$ cat src/rtl/ahb_mem_slave.sv
// rtl/ahb_mem_slave.sv - AHB slave front-end for an on-chip SRAM with programmable wait states
// Optional macro AHB_SLV_ERR_EN: two-cycle ERROR response for out-of-region or misaligned transfers.
`ifndef AHB_TRANS_BITS
`define AHB_TRANS_BITS 2
`endif
`ifndef AHB_SIZE_BITS
`define AHB_SIZE_BITS 3
`endif

module ahb_mem_slave #(
    parameter int          ADDR_W      = 14,
    parameter logic [31:0] BASE_ADDR   = 32'h1000_0000,
    parameter int          WAIT_CYCLES = 1
) (
    input  logic                       clk,
    input  logic                       rst,
    input  logic                       HSel,
    input  logic [31:0]                HAddress,
    input  logic [31:0]                HWrite_data,
    input  logic [`AHB_TRANS_BITS-1:0] HTrans,
    input  logic [`AHB_SIZE_BITS-1:0]  HSize,
    input  logic                       HWrite,
    input  logic                       HReady_in,
    output logic [31:0]                HRead_data,
    output logic                       HReady,
    output logic [1:0]                 HResp,
    output logic                       MEM_CS,
    output logic                       MEM_OE,
    output logic [3:0]                 MEM_WEB,
    output logic [ADDR_W-1:0]          MEM_A,
    output logic [31:0]                MEM_DI,
    input  logic [31:0]                MEM_DO
);

    localparam bit         HAS_WAIT  = (WAIT_CYCLES > 0);
    localparam logic [2:0] WAIT_INIT = HAS_WAIT ? 3'(WAIT_CYCLES - 1) : 3'd0;

    typedef enum logic [2:0] {
        ST_IDLE,
        ST_WAIT,
        ST_DONE,
        ST_ERR1,
        ST_ERR2
    } state_t;

    state_t            state_q, state_d;
    logic [2:0]        cnt_q, cnt_d;
    logic [ADDR_W+1:0] addr_q, addr_d;
    logic [1:0]        size_q, size_d;
    logic              write_q, write_d;
    logic [31:0]       rdata_q, rdata_d;

    logic              slv_ready;
    logic              cap;
    logic              cap_err;
    logic              wr_now;
    logic              rd_done;
    logic              rd_early;
    logic              rd_wait;
    logic [1:0]        cap_size;
    logic [ADDR_W+1:0] cap_addr;
    logic [3:0]        lanes;
    logic              unused_bits;

    always_comb begin
        cap_size = (HSize >= `AHB_SIZE_BITS'(2)) ? 2'd2 : HSize[1:0];
        cap_addr = HAddress[ADDR_W+1:0];
        if (cap_size == 2'd1) cap_addr[0]   = 1'b0;
        if (cap_size == 2'd2) cap_addr[1:0] = 2'b00;
    end

`ifdef AHB_SLV_ERR_EN
    assign cap_err = (HAddress[31:ADDR_W+2] != BASE_ADDR[31:ADDR_W+2]) ||
                     ((cap_size == 2'd1) && HAddress[0]) ||
                     ((cap_size == 2'd2) && (HAddress[1:0] != 2'b00));
    assign unused_bits = ^{HTrans, BASE_ADDR};
`else
    assign cap_err     = 1'b0;
    assign unused_bits = ^{HTrans, HAddress[31:ADDR_W+2], BASE_ADDR};
`endif

    assign slv_ready = (state_q == ST_IDLE) || (state_q == ST_DONE) || (state_q == ST_ERR2);
    assign wr_now    = (state_q == ST_DONE) && write_q;
    assign rd_done   = (state_q == ST_DONE) && !write_q;
    assign cap       = rst && HSel && HReady_in && HTrans[1] && slv_ready;
    // With no wait states a read must reach the SRAM in its address phase, unless a write owns the port.
    assign rd_early  = cap && !HWrite && !cap_err && !HAS_WAIT && !wr_now;
    assign rd_wait   = (state_q == ST_WAIT) && (cnt_q == 3'd0) && !write_q;

    always_comb begin
        state_d = state_q;
        cnt_d   = cnt_q;
        addr_d  = addr_q;
        size_d  = size_q;
        write_d = write_q;
        rdata_d = rd_done ? MEM_DO : rdata_q;
        if (cap) begin
            addr_d  = cap_addr;
            size_d  = cap_size;
            write_d = HWrite;
            cnt_d   = WAIT_INIT;
            if (cap_err) begin
                state_d = ST_ERR1;
            end else if (HAS_WAIT || (!HWrite && wr_now)) begin
                // Zero-wait read colliding with a write: one stall cycle to issue the read.
                state_d = ST_WAIT;
            end else begin
                state_d = ST_DONE;
            end
        end else begin
            case (state_q)
                ST_WAIT: begin
                    if (cnt_q == 3'd0) state_d = ST_DONE;
                    else               cnt_d   = cnt_q - 3'd1;
                end
                ST_ERR1: state_d = ST_ERR2;
                default: state_d = ST_IDLE;
            endcase
        end
    end

    always_comb begin
        case (size_q)
            2'd0:    lanes = 4'b0001 << addr_q[1:0];
            2'd1:    lanes = addr_q[1] ? 4'b1100 : 4'b0011;
            default: lanes = 4'b1111;
        endcase
    end

    always_comb begin
        HReady     = slv_ready;
        HResp      = ((state_q == ST_ERR1) || (state_q == ST_ERR2)) ? 2'b01 : 2'b00;
        HRead_data = rd_done ? MEM_DO : rdata_q;
        MEM_CS     = rd_early || rd_wait || wr_now;
        MEM_OE     = rd_early || rd_wait;
        MEM_A      = rd_early ? cap_addr[ADDR_W+1:2] : addr_q[ADDR_W+1:2];
        MEM_WEB    = wr_now ? ~lanes : 4'hF;
        MEM_DI     = wr_now ? HWrite_data : 32'h0;
    end

    always_ff @(posedge clk or negedge rst) begin
        if (!rst) begin
            state_q <= ST_IDLE;
            cnt_q   <= 3'd0;
            addr_q  <= '0;
            size_q  <= 2'd0;
            write_q <= 1'b0;
            rdata_q <= 32'h0;
        end else begin
            state_q <= state_d;
            cnt_q   <= cnt_d;
            addr_q  <= addr_d;
            size_q  <= size_d;
            write_q <= write_d;
            rdata_q <= rdata_d;
        end
    end

endmodule

$ cat config.mk
export PLATFORM = sky130hd
export DESIGN_NAME = ahb_mem_slave
export DESIGN_NICKNAME = d
export VERILOG_FILES = /design/src/rtl/ahb_mem_slave.sv
export SDC_FILE = /design/constraint.sdc
export NUM_CORES = 1
export LEC_CHECK = 0
export BUFFER_PORTS_ARGS = -buffer_cell sky130_fd_sc_hd__buf_2
export CORE_UTILIZATION = 41
export DETAILED_ROUTE_END_ITERATION = 10
export PLACE_DENSITY = 0.81
export SYNTH_ARGS = -nofsm -noshare
export SYNTH_HDL_FRONTEND = slang
export SYNTH_SLANG_ARGS = --single-unit
$ cat constraint.sdc
create_clock -name clk -period 2 [get_ports clk]
set_input_delay 0.3 -clock clk [delete_from_list [all_inputs] [get_ports clk]]
set_output_delay 0.3 -clock clk [all_outputs]
set_load 0.05 [all_outputs]
==> reports/metrics.csv, run 1 <==
metric,value,unit
dpl cell area,0.003541,mm^2
YS warnings,0,
met1 GRT Util,20.31,%
most numerous cell on the critical path,buf_6,
CTS tree,yes,
# rows,28,
synth unique cells,28,
delay of the slowest critical-path stage,0.42,ns
"Power, Total",7.181,mW
Longest Clk Path Bufs,2,
gr busiest metal,met2,
Final Instance Area,0.004582,mm^2
"Seq/Total Area, Yosys",54.00,%
Buffers & Inverters on Critical Path,4,
setup violators final,65,
placeable core area,0.006061,mm^2
initial antenna violation count,1,
Max-Cap Viols,0,
final worst path period need,2.197,ns
I/O Buffers,174,
Cells after Synth,213,
largest net degree at the start of global routing,58,
DRC viols,0,
Max-slew headroom,52.53,%
Seq cells post-synth,57,
met3 usage,7.692,%
Detailed Place HPWL,4730,um
layout cells sized above 1,70.25,%
Mean Syn Cell Area,12.40,um^2
pwr dens,1567,mW/mm^2
Area Overhead vs Synth,73.47,%
Routed Antenna Nets,0,
crit path capture,MEM_DI[22],
Peak VDD IR,1373,uV
Hold Crit Class,input port to async pin,
"Hold-fix buffers, CTS",0,
IO Pins,193,
CP Cell Sequence,buf_6 -> nor4bb_4 -> buf_4 -> buf_6 -> and2_4 -> buf_8,
"Hold Violations, Final",0,
H-tree depth,3,
Root Buffer,clkbuf_8,
failing checks,negative setup slack,
initial DRC count,82,
Setup CP Type,register to output pin,
Setup crit end kind,output pin,
fmax,455.1,MHz
Vias,2382,
max-slew violations,0,
setup ws final,-0.1973,ns
worst reg2reg path startpoint,cnt_q[0],
Syn Nets,321,
Slew @ Worst Pin,0.7121,ns
total leakage power,2.325,nW
Die X,82.27,um
worst setup path startpoint,state_q[2],
fin cells,476,
placed insts,445,
met2 global-route usage,39.17,%
Total GRT Usage,21.29,%
fin crit share,109.9,%
CTS Buf Count,9,
reg2reg end,cnt_q[2],
status,"complete, but fails checks",
cell count along the critical path,6,
Worst EP arrival,1.90,ns
critical path required time,1.70,ns
latest clock arrival within the worst-skew pair,0.32,ns
Initial Utilization,43.58,%
die area,0.006768,mm^2
Placer Congestion,0.7129,
"CP delay by family, top",buffers and inverters,
Max Clock Skew,0.008809,ns
Setup WS pre-CTS,0.09949,ns
die height,82.27,um
unrepaired setup endpoints after global routing,true,
vias in the first global route,2258,
FF-to-FF setup slack,0.18,ns
CP Launch Type,register,
first-pass GRT wire length,10490,um
clock sinks,57,
worst hold slack,0.1653,ns
mapped cell area,0.002641,mm^2
DRT Wirelength,9129,um
DRT Pass-1 Iters,4,
Avg WL per Cell,19.18,um
R2R cell count,6,
total gr overflow,0,
"CTS clk-pin slew, worst paths",0.07,ns
"Max stage delay cell, worst path",dfrtp_1,
final net count,503,
routed vias/inst,5.004,
worst-path maximum fanout,5,
==> layout by cell type (no fill, tap or decap), types with 2 or more instances in the layout <==
cell | Yosys | final
and2_4 | 0 | 20
buf_12 | 0 | 2
inv_1 | 7 | 7
clkbuf_1 | 3 | 4
mux2_2 | 47 | 20
clkbuf_16 | 0 | 3
nand2_1 | 7 | 7
o21ai_1 | 0 | 3
clkbuf_8 | 0 | 9
dfrtp_1 | 57 | 57
a21oi_1 | 4 | 4
nor2_1 | 7 | 7
clkinv_2 | 0 | 2
and2_1 | 32 | 12
buf_2 | 8 | 106
buf_4 | 15 | 13
nand2b_1 | 2 | 2
mux2_4 | 0 | 28
o21ai_0 | 5 | 2
ha_1 | 2 | 2
mux2i_1 | 3 | 3
buf_8 | 0 | 29
buf_6 | 1 | 45
==> through the flow <==
step	util, %	TNS [ns]
after floorplan	-	0
after global placement	58.42	0
after detailed placement	58.42	0
after CTS	68.21	-10.70
after global routing	75.60	-15.05
final	75.60	-9.417
==> how the worst min path moves through the flow <==
stage | startpoint | endpoint | slack [ns] | depth (start not counted)
after detailed placement | rdata_q[3] | rdata_q[3] | 0.47 | 1
after global routing | HAddress[6] | addr_q[6] | 0.19 | 2
after CTS | rst | rdata_q[3] | 0.19 | 2
after floorplan | rst | addr_q[0] | 0.004 | 0
after global placement | rdata_q[3] | rdata_q[3] | 0.46 | 1
final | rst | rdata_q[4] | 0.17 | 2
==> registers in the layout, indices dropped and copies added, names as in the netlist <==
| signal | flops |
|---|---|
| cnt_q | 3 |
| size_q | 2 |
| addr_q | 16 |
| state_q | 3 |
| rdata_q | 32 |
| write_q | 1 |
==> layer usage <==
metal  vias to the layer above  wire (um)
li1                       1056          -
met1                      1149       2994
met2                       143       4727
met3                        34        967
met4                         0        440
met5                         -          0
==> cells in the mapped netlist (all sizes together) <==
cell type | count | area share, %
dfrtp | 57 | 54
mux2 | 48 | 20
and2 | 32 | 7.6
buf | 24 | 6.2
inv | 7 | 0.99
nand2 | 7 | 0.99
nor2 | 7 | 0.99
o21ai | 5 | 0.95
a21oi | 4 | 0.76
clkbuf | 3 | 0.43
mux2i | 3 | 1.1
ha | 2 | 0.95
nand2b | 2 | 0.47
nor4b | 2 | 1.2
a211oi | 1 | 0.47
a21o | 1 | 0.28
conb | 1 | 0.14
nand3 | 1 | 0.19
nand4 | 1 | 0.24
nor4bb | 1 | 0.38
o21bai | 1 | 0.28
o22ai | 1 | 0.24
or2 | 1 | 0.24
or4b | 1 | 0.38
==> cell type report <==
class                      count  area [um^2]
clock inverter                 3        17.52
antenna                        1        2.502
multi-input combinational    122         1191
timing repair buffer         198         1685
clock buffer                  13        138.9
tap                           75        93.84
inverter                       7        26.28
sequential                    57         1426
fill                         372         1479
==> power by group <==
part | internal [mW] | switching, mW | total (mW)
clock | 0.447 | 0.425 | 0.872
combinational | 1.76 | 2.70 | 4.46
sequential | 1.63 | 0.216 | 1.85
==> repair_timing <==
| action | in CTS | in global routing |
|---|---|---|
| cloned | 2 | 4 |
| pin swaps | 1 | 18 |
| setup endpoints to repair | 69 | 69 |
| setup buffers | 1 | 7 |
| gates resized for setup | 136 | 92 |
==> kinds of logic after synthesis <==
logic type / after synthesis / share of synthesized area, %
DFF: 57 / 54.00
and+or+nand+nor: 55 / 12.70
muxes: 51 / 21.60
adders and majority gates: 2 / 0.9473
buffers and inverters: 34 / 7.627
AOI/OAI and AO/OA: 13 / 2.985
other: 1 / 0.1420
Power figures use the tool's default switching activity.
==> inputs of run 2 (changes only) <==
Settings changed: CELL_PAD_IN_SITES_DETAIL_PLACEMENT set to 1, CELL_PAD_IN_SITES_GLOBAL_PLACEMENT set to 1, CORE_UTILIZATION 41 to 29, CTS_CLUSTER_DIAMETER set to 200, PLACE_DENSITY 0.81 to unset, PLACE_DENSITY_LB_ADDON set to 0.1.
==> run 2 against run 1 <==
Against the previous run: the flow still finishes with violations (negative setup slack); non-clock buffer count is 9 lower; via count is 7.6% lower; cell count is 4.8% higher; critical path depth is 1 lower; total power is 3.5% higher; clock skew is 0.0027 ns higher; clock-buffer cell count is 2 lower; wire length is 14% lower; largest power group unchanged.
==> reports/metrics.csv, run 2 (synthesis results as in run 1) <==
metric,value,unit,change
IO Pins,193,,unchanged
Placer Congestion,0.7672,,+7.6%
antenna cells,0,,-1
Setup WS pre-CTS,0.1211,ns,+0.02164 ns
worst reg2reg path startpoint,cnt_q[0],,
Routed Antenna Nets,0,,unchanged
Initial Utilization,30.14,%,-13 points
H-tree depth,3,,unchanged
CP Launch Type,register,,
die height,97.44,um,+18%
CP Cell Sequence,nor4b_4 -> buf_6 -> buf_12 -> mux2_2 -> buf_6,,
DRT Pass-1 Iters,4,,unchanged
fin crit share,109.0,%,-0.88 points
die area,0.009494,mm^2,+40%
final core occ,51.60,%,-24 points
pwr dens,1643,mW/mm^2,+4.8%
failing checks,negative setup slack,,
"Hold-fix buffers, CTS",0,,unchanged
Setup CP Type,register to output pin,,
setup violators final,67,,+3.1%
worst hold slack,0.1939,ns,+0.02865 ns
Avg WL per Cell,15.73,um,-18%
vias in the first global route,2344,,+3.8%
Total GRT Usage,15.37,%,-5.9 points
fmax,458.8,MHz,+0.81%
unrepaired setup endpoints after global routing,true,,
# fillers,954,,+160%
"Hold Violations, Final",0,,unchanged
final net count,494,,-1.8%
most frequent cells in the layout,"buf_2, dfrtp_1, buf_6",,
total gr overflow,0,,unchanged
"Max stage delay cell, worst path",dfrtp_1,,
Setup crit end kind,output pin,,
CTS Buf Count,9,,unchanged
latest clock arrival within the worst-skew pair,0.33,ns,about the same
max reg flops,32,,unchanged
DRC viols,0,,unchanged
hold endpoint,addr_q[14],,
largest net degree at the start of global routing,58,,unchanged
initial antenna violation count,0,,-1
max-slew violations,0,,unchanged
FF-to-FF setup slack,0.18,ns,about the same
Max-Cap Viols,0,,unchanged
Vias,2200,,-7.6%
setup ws final,-0.1797,ns,+0.01760 ns
Area Overhead vs Synth,71.20,%,
dpl cell area,0.003587,mm^2,+1.3%
Max Clock Skew,0.01146,ns,+0.002651 ns
delay of the slowest critical-path stage,0.41,ns,about the same
layout cells sized above 1,66.24,%,-4.0 points
R2R cell count,6,,unchanged
status,"complete, but fails checks",,
Peak VDD IR,1160,uV,-16%
clock sinks,57,,unchanged
Hold Crit Depth,2,,
Die X,97.44,um,+18%
"Power, Total",7.430,mW,+3.5%
worst-path maximum fanout,8,,+3
# rows,34,,+21%
Max-slew headroom,51.72,%,-0.81 points
final worst path period need,2.180,ns,-0.01760 ns
reg2reg end,cnt_q[2],,
routed vias/inst,4.409,,-12%
"CTS clk-pin slew, worst paths",0.07,ns,about the same
Slew @ Worst Pin,0.7242,ns,+0.01215 ns
DRT Wirelength,7851,um,-14%
Longest Clk Path Bufs,2,,unchanged
Root Buffer,clkbuf_8,,
Final Instance Area,0.004522,mm^2,-1.3%
most numerous cell on the critical path,buf_6,,
Hold Path Origin,HAddress[14],,
CTS tree,yes,,
placeable core area,0.008763,mm^2,+45%
"commonest non-fill, non-tap cell in the layout",buf_2,,
Hold Crit Class,input port to register,,
total leakage power,2.275,nW,-2.1%
Largest regs,"rdata_q (32), addr_q (16)",,
first-pass GRT wire length,11490,um,+9.5%
Detailed Place HPWL,5268,um,+11%
critical path required time,1.70,ns,about the same
Biggest register,rdata_q,,
I/O Buffers,174,,unchanged
initial DRC count,27,,-67%
Worst EP arrival,1.88,ns,-0.02 ns
-- run 2: cell types whose count changed in the layout (fill, tap and decap cells not counted), sizes merged --
cell / change
buf: -8
bufinv: +2
clkbuf: -3
clkinv: +1
clkinvlp: -1
diode: -1
-- run 2: routing by layer --
metal	wire length [um]	part of all wire (%)	GRT usage (%)	up-vias
met5	0	0	0	-
met4	85	1.1	5.430	0
met3	594	7.6	5.324	10
met2	4157	53	27.00	86
met1	3014	38	17.19	1069
li1	-	-	-	1035
-- run 2: power by group --
part / leakage [nW] / internal, mW / total (mW) / switching, mW
clock: 0.113 / 0.734 / 1.21 / 0.473
sequential: 0.707 / 1.63 / 1.82 / 0.190
combinational: 1.45 / 1.74 / 4.40 / 2.66
total: 2.28 / 4.10 / 7.43 / 3.33
-- run 2: worst max path at each step --
| stage | start | to | slack [ns] |
|---|---|---|---|
| 2_1_floorplan | state_q[0] | MEM_WEB[0] | 0.03 |
| 3_3_place_gp | state_q[2] | HRead_data[10] | 0.12 |
| 3_5_place_dp | state_q[2] | HRead_data[18] | 0.12 |
| 4_1_cts | state_q[2] | HRead_data[18] | -0.23 |
| 5_1_grt | state_q[0] | HRead_data[1] | -0.25 |
| 6_report | state_q[0] | HRead_data[13] | -0.18 |
-- run 2: critical path, delay by kind of cell (launching register included) --
family                 cells  cell delay, ns
and+or+nand+nor            1            0.29
buffers and inverters      3            0.49
muxes                      1            0.35
DFF                        1            0.41
-- run 2: area by class of cell --
type / count / area (um^2) / share of cell area [%]
clock inverters: 5 / 78.83 / 1.743
multi-input cells: 122 / 1156 / 25.57
repair buffers: 189 / 1558 / 34.45
inverters: 7 / 26.28 / 0.5811
clock buffers: 11 / 141.4 / 3.127
flip-flops and latches: 57 / 1426 / 31.54
well taps: 108 / 135.1 / 2.988
-- run 2: through the flow --
step           TNS, ns  std cells
6_report        -7.450        499
5_1_grt         -12.37        499
4_1_cts         -9.797        493
3_5_place_dp         0        477
3_3_place_gp         0        477
2_1_floorplan        0        213
-- run 2: timing repair --
action	4_1_cts	5_1_grt
setup buffers	0	3
setup endpoints to repair	69	70
gates cloned	0	3
gates resized for setup	135	62
pin swaps	0	1
==> inputs of run 3 (changes only) <==
Settings changed: SETUP_SLACK_MARGIN set to 0.5.
==> run 3 against run 2 <==
Against the previous run: the run still ends with negative setup slack left; critical path type unchanged; via count up 11%; first-iteration DRC count is the same; global-route usage is 6.8 points higher; die area did not move; hold slack lost 0.070 ns; non-clock buffer count up 38; critical endpoint is now MEM_DI[6]; sequential share of layout area shrank 5.7 points; total power rose by 6.3%.
==> reports/metrics.csv, run 3 (synthesis results as in run 1) <==
metric,value,unit,change
status,"complete, but fails checks",,
failing checks,negative setup slack,,
Vias,2434,,+11%
DRT Pass-1 Iters,3,,-1
# fillers,835,,-12%
# rows,34,,unchanged
delay of the slowest critical-path stage,0.44,ns,+0.03 ns
CTS Buf Count,9,,unchanged
"commonest non-fill, non-tap cell in the layout",buf_2,,
CTS tree,yes,,
latest clock arrival within the worst-skew pair,0.34,ns,about the same
Routed Antenna Nets,0,,unchanged
fin crit share,110.7,%,+1.7 points
CP Launch Type,register,,
die area,0.009494,mm^2,unchanged
unrepaired setup endpoints after global routing,true,,
Initial Utilization,30.14,%,unchanged
total gr overflow,0,,unchanged
first-pass GRT wire length,16040,um,+40%
CP Cell Sequence,buf_12 -> nor4bb_4 -> buf_6 -> buf_6 -> buf_16 -> and2_4 -> buf_8,,
Hold Crit Class,input port to async pin,,
placeable core area,0.008763,mm^2,unchanged
DRT Wirelength,10070,um,+28%
"CP delay by family, top",buffers and inverters,,
most numerous cell on the critical path,buf_6,,
Largest regs,"rdata_q (32), addr_q (16)",,
"Hold-fix buffers, CTS",0,,unchanged
Detailed Place HPWL,5526,um,+4.9%
critical path required time,1.70,ns,about the same
most frequent cells in the layout,"buf_2, dfrtp_1, buf_6",,
largest net degree at the start of global routing,58,,unchanged
"Max stage delay cell, worst path",dfrtp_2,,
Peak VDD IR,1042,uV,-10%
IO Pins,193,,unchanged
max-slew violations,0,,unchanged
setup TNS,-11.84,ns,-4.389 ns
Die X,97.44,um,unchanged
Max-slew headroom,50.99,%,-0.73 points
Avg WL per Cell,18.76,um,+19%
total leakage power,2.703,nW,+19%
setup ws final,-0.2143,ns,-0.03461 ns
final core occ,62.96,%,+11 points
Final Instance Area,0.005518,mm^2,+22%
Placer Congestion,0.6855,,-11%
die height,97.44,um,unchanged
initial DRC count,27,,unchanged
DRC viols,0,,unchanged
Root Buffer,clkbuf_8,,
routed vias/inst,4.533,,+2.8%
final worst path period need,2.214,ns,+0.03461 ns
worst hold slack,0.1241,ns,-0.06982 ns
antenna cells,0,,unchanged
Setup crit end kind,output pin,,
Setup CP Type,register to output pin,,
Slew @ Worst Pin,0.7352,ns,+0.01096 ns
final net count,532,,+7.7%
setup violators final,69,,+3.0%
worst-path maximum fanout,9,,+1
I/O Buffers,174,,unchanged
"Hold Violations, Final",0,,unchanged
max reg flops,32,,unchanged
"CTS clk-pin slew, worst paths",0.07,ns,about the same
clock sinks,57,,unchanged
vias in the first global route,2835,,+21%
layout cells sized above 1,81.12,%,+15 points
dpl cell area,0.003882,mm^2,+8.2%
Area Overhead vs Synth,108.9,%,
"Power, Total",7.900,mW,+6.3%
Total GRT Usage,22.19,%,+6.8 points
Biggest register,rdata_q,,
initial antenna violation count,0,,unchanged
Buffers & Inverters on Critical Path,5,,+2
fmax,451.6,MHz,-1.6%
Longest Clk Path Bufs,2,,unchanged
pwr dens,1432,mW/mm^2,-13%
Max Clock Skew,0.01194,ns,+0.0004758 ns
Worst EP arrival,1.91,ns,+0.03 ns
Max-Cap Viols,0,,unchanged
H-tree depth,3,,unchanged
-- run 3: worst paths after layout --
path | cells after the start | start | slack (ns) | endpoint
min | 2 | rst | 0.12 | rdata_q[27]
min reg2reg | 1 | rdata_q[23] | 0.50 | rdata_q[23]
max in group asynchronous | 2 | rst | 1.36 | state_q[0]
max reg2reg | 9 | state_q[2] | 0.08 | addr_q[14]
min in group clk | 2 | HAddress[2] | 0.19 | addr_q[2]
max | 7 | state_q[0] | -0.21 | MEM_DI[6]
-- run 3: routing by layer --
| layer | up-vias | GRT usage [%] | share of wire, % | wire length (um) |
|---|---|---|---|---|
| met3 | 14 | 6.547 | 6.9 | 695 |
| li1 | 1116 | - | - | - |
| met5 | - | 0 | 0 | 0 |
| met2 | 121 | 41.31 | 55 | 5587 |
| met4 | 0 | 6.561 | 1.6 | 158 |
| met1 | 1183 | 24.05 | 36 | 3631 |
-- run 3: per-stage QoR --
step,setup slack (ns),std cells
2_1_floorplan,0.1989,213
3_3_place_gp,0.07277,478
6_report,-0.2143,537
3_5_place_dp,0.08109,478
4_1_cts,-0.2125,527
5_1_grt,-0.2699,537
-- run 3: final cells by class --
class                      count  area, um^2  share of cell area (%)
multi-input combinational    122        1466                   26.58
tap                          108       135.1                   2.449
clock inverter                 6       58.81                   1.066
inverter                       7       26.28                  0.4762
timing repair buffer         227        2276                   41.25
sequential                    57        1428                   25.87
clock buffer                  10       127.6                   2.313
-- run 3: report_power, final --
group,internal [mW],switching [mW]
sequential,1.63,0.229
clock,0.569,0.476
combinational,2.13,2.86
total,4.34,3.56
-- run 3: repair_timing --
item | 4_1_cts | 5_1_grt
pin swaps | 11 | 8
endpoints found under the setup margin | 126 | 127
buffers inserted | 23 | 9
cloned | 10 | 1
resized for setup | 241 | 14
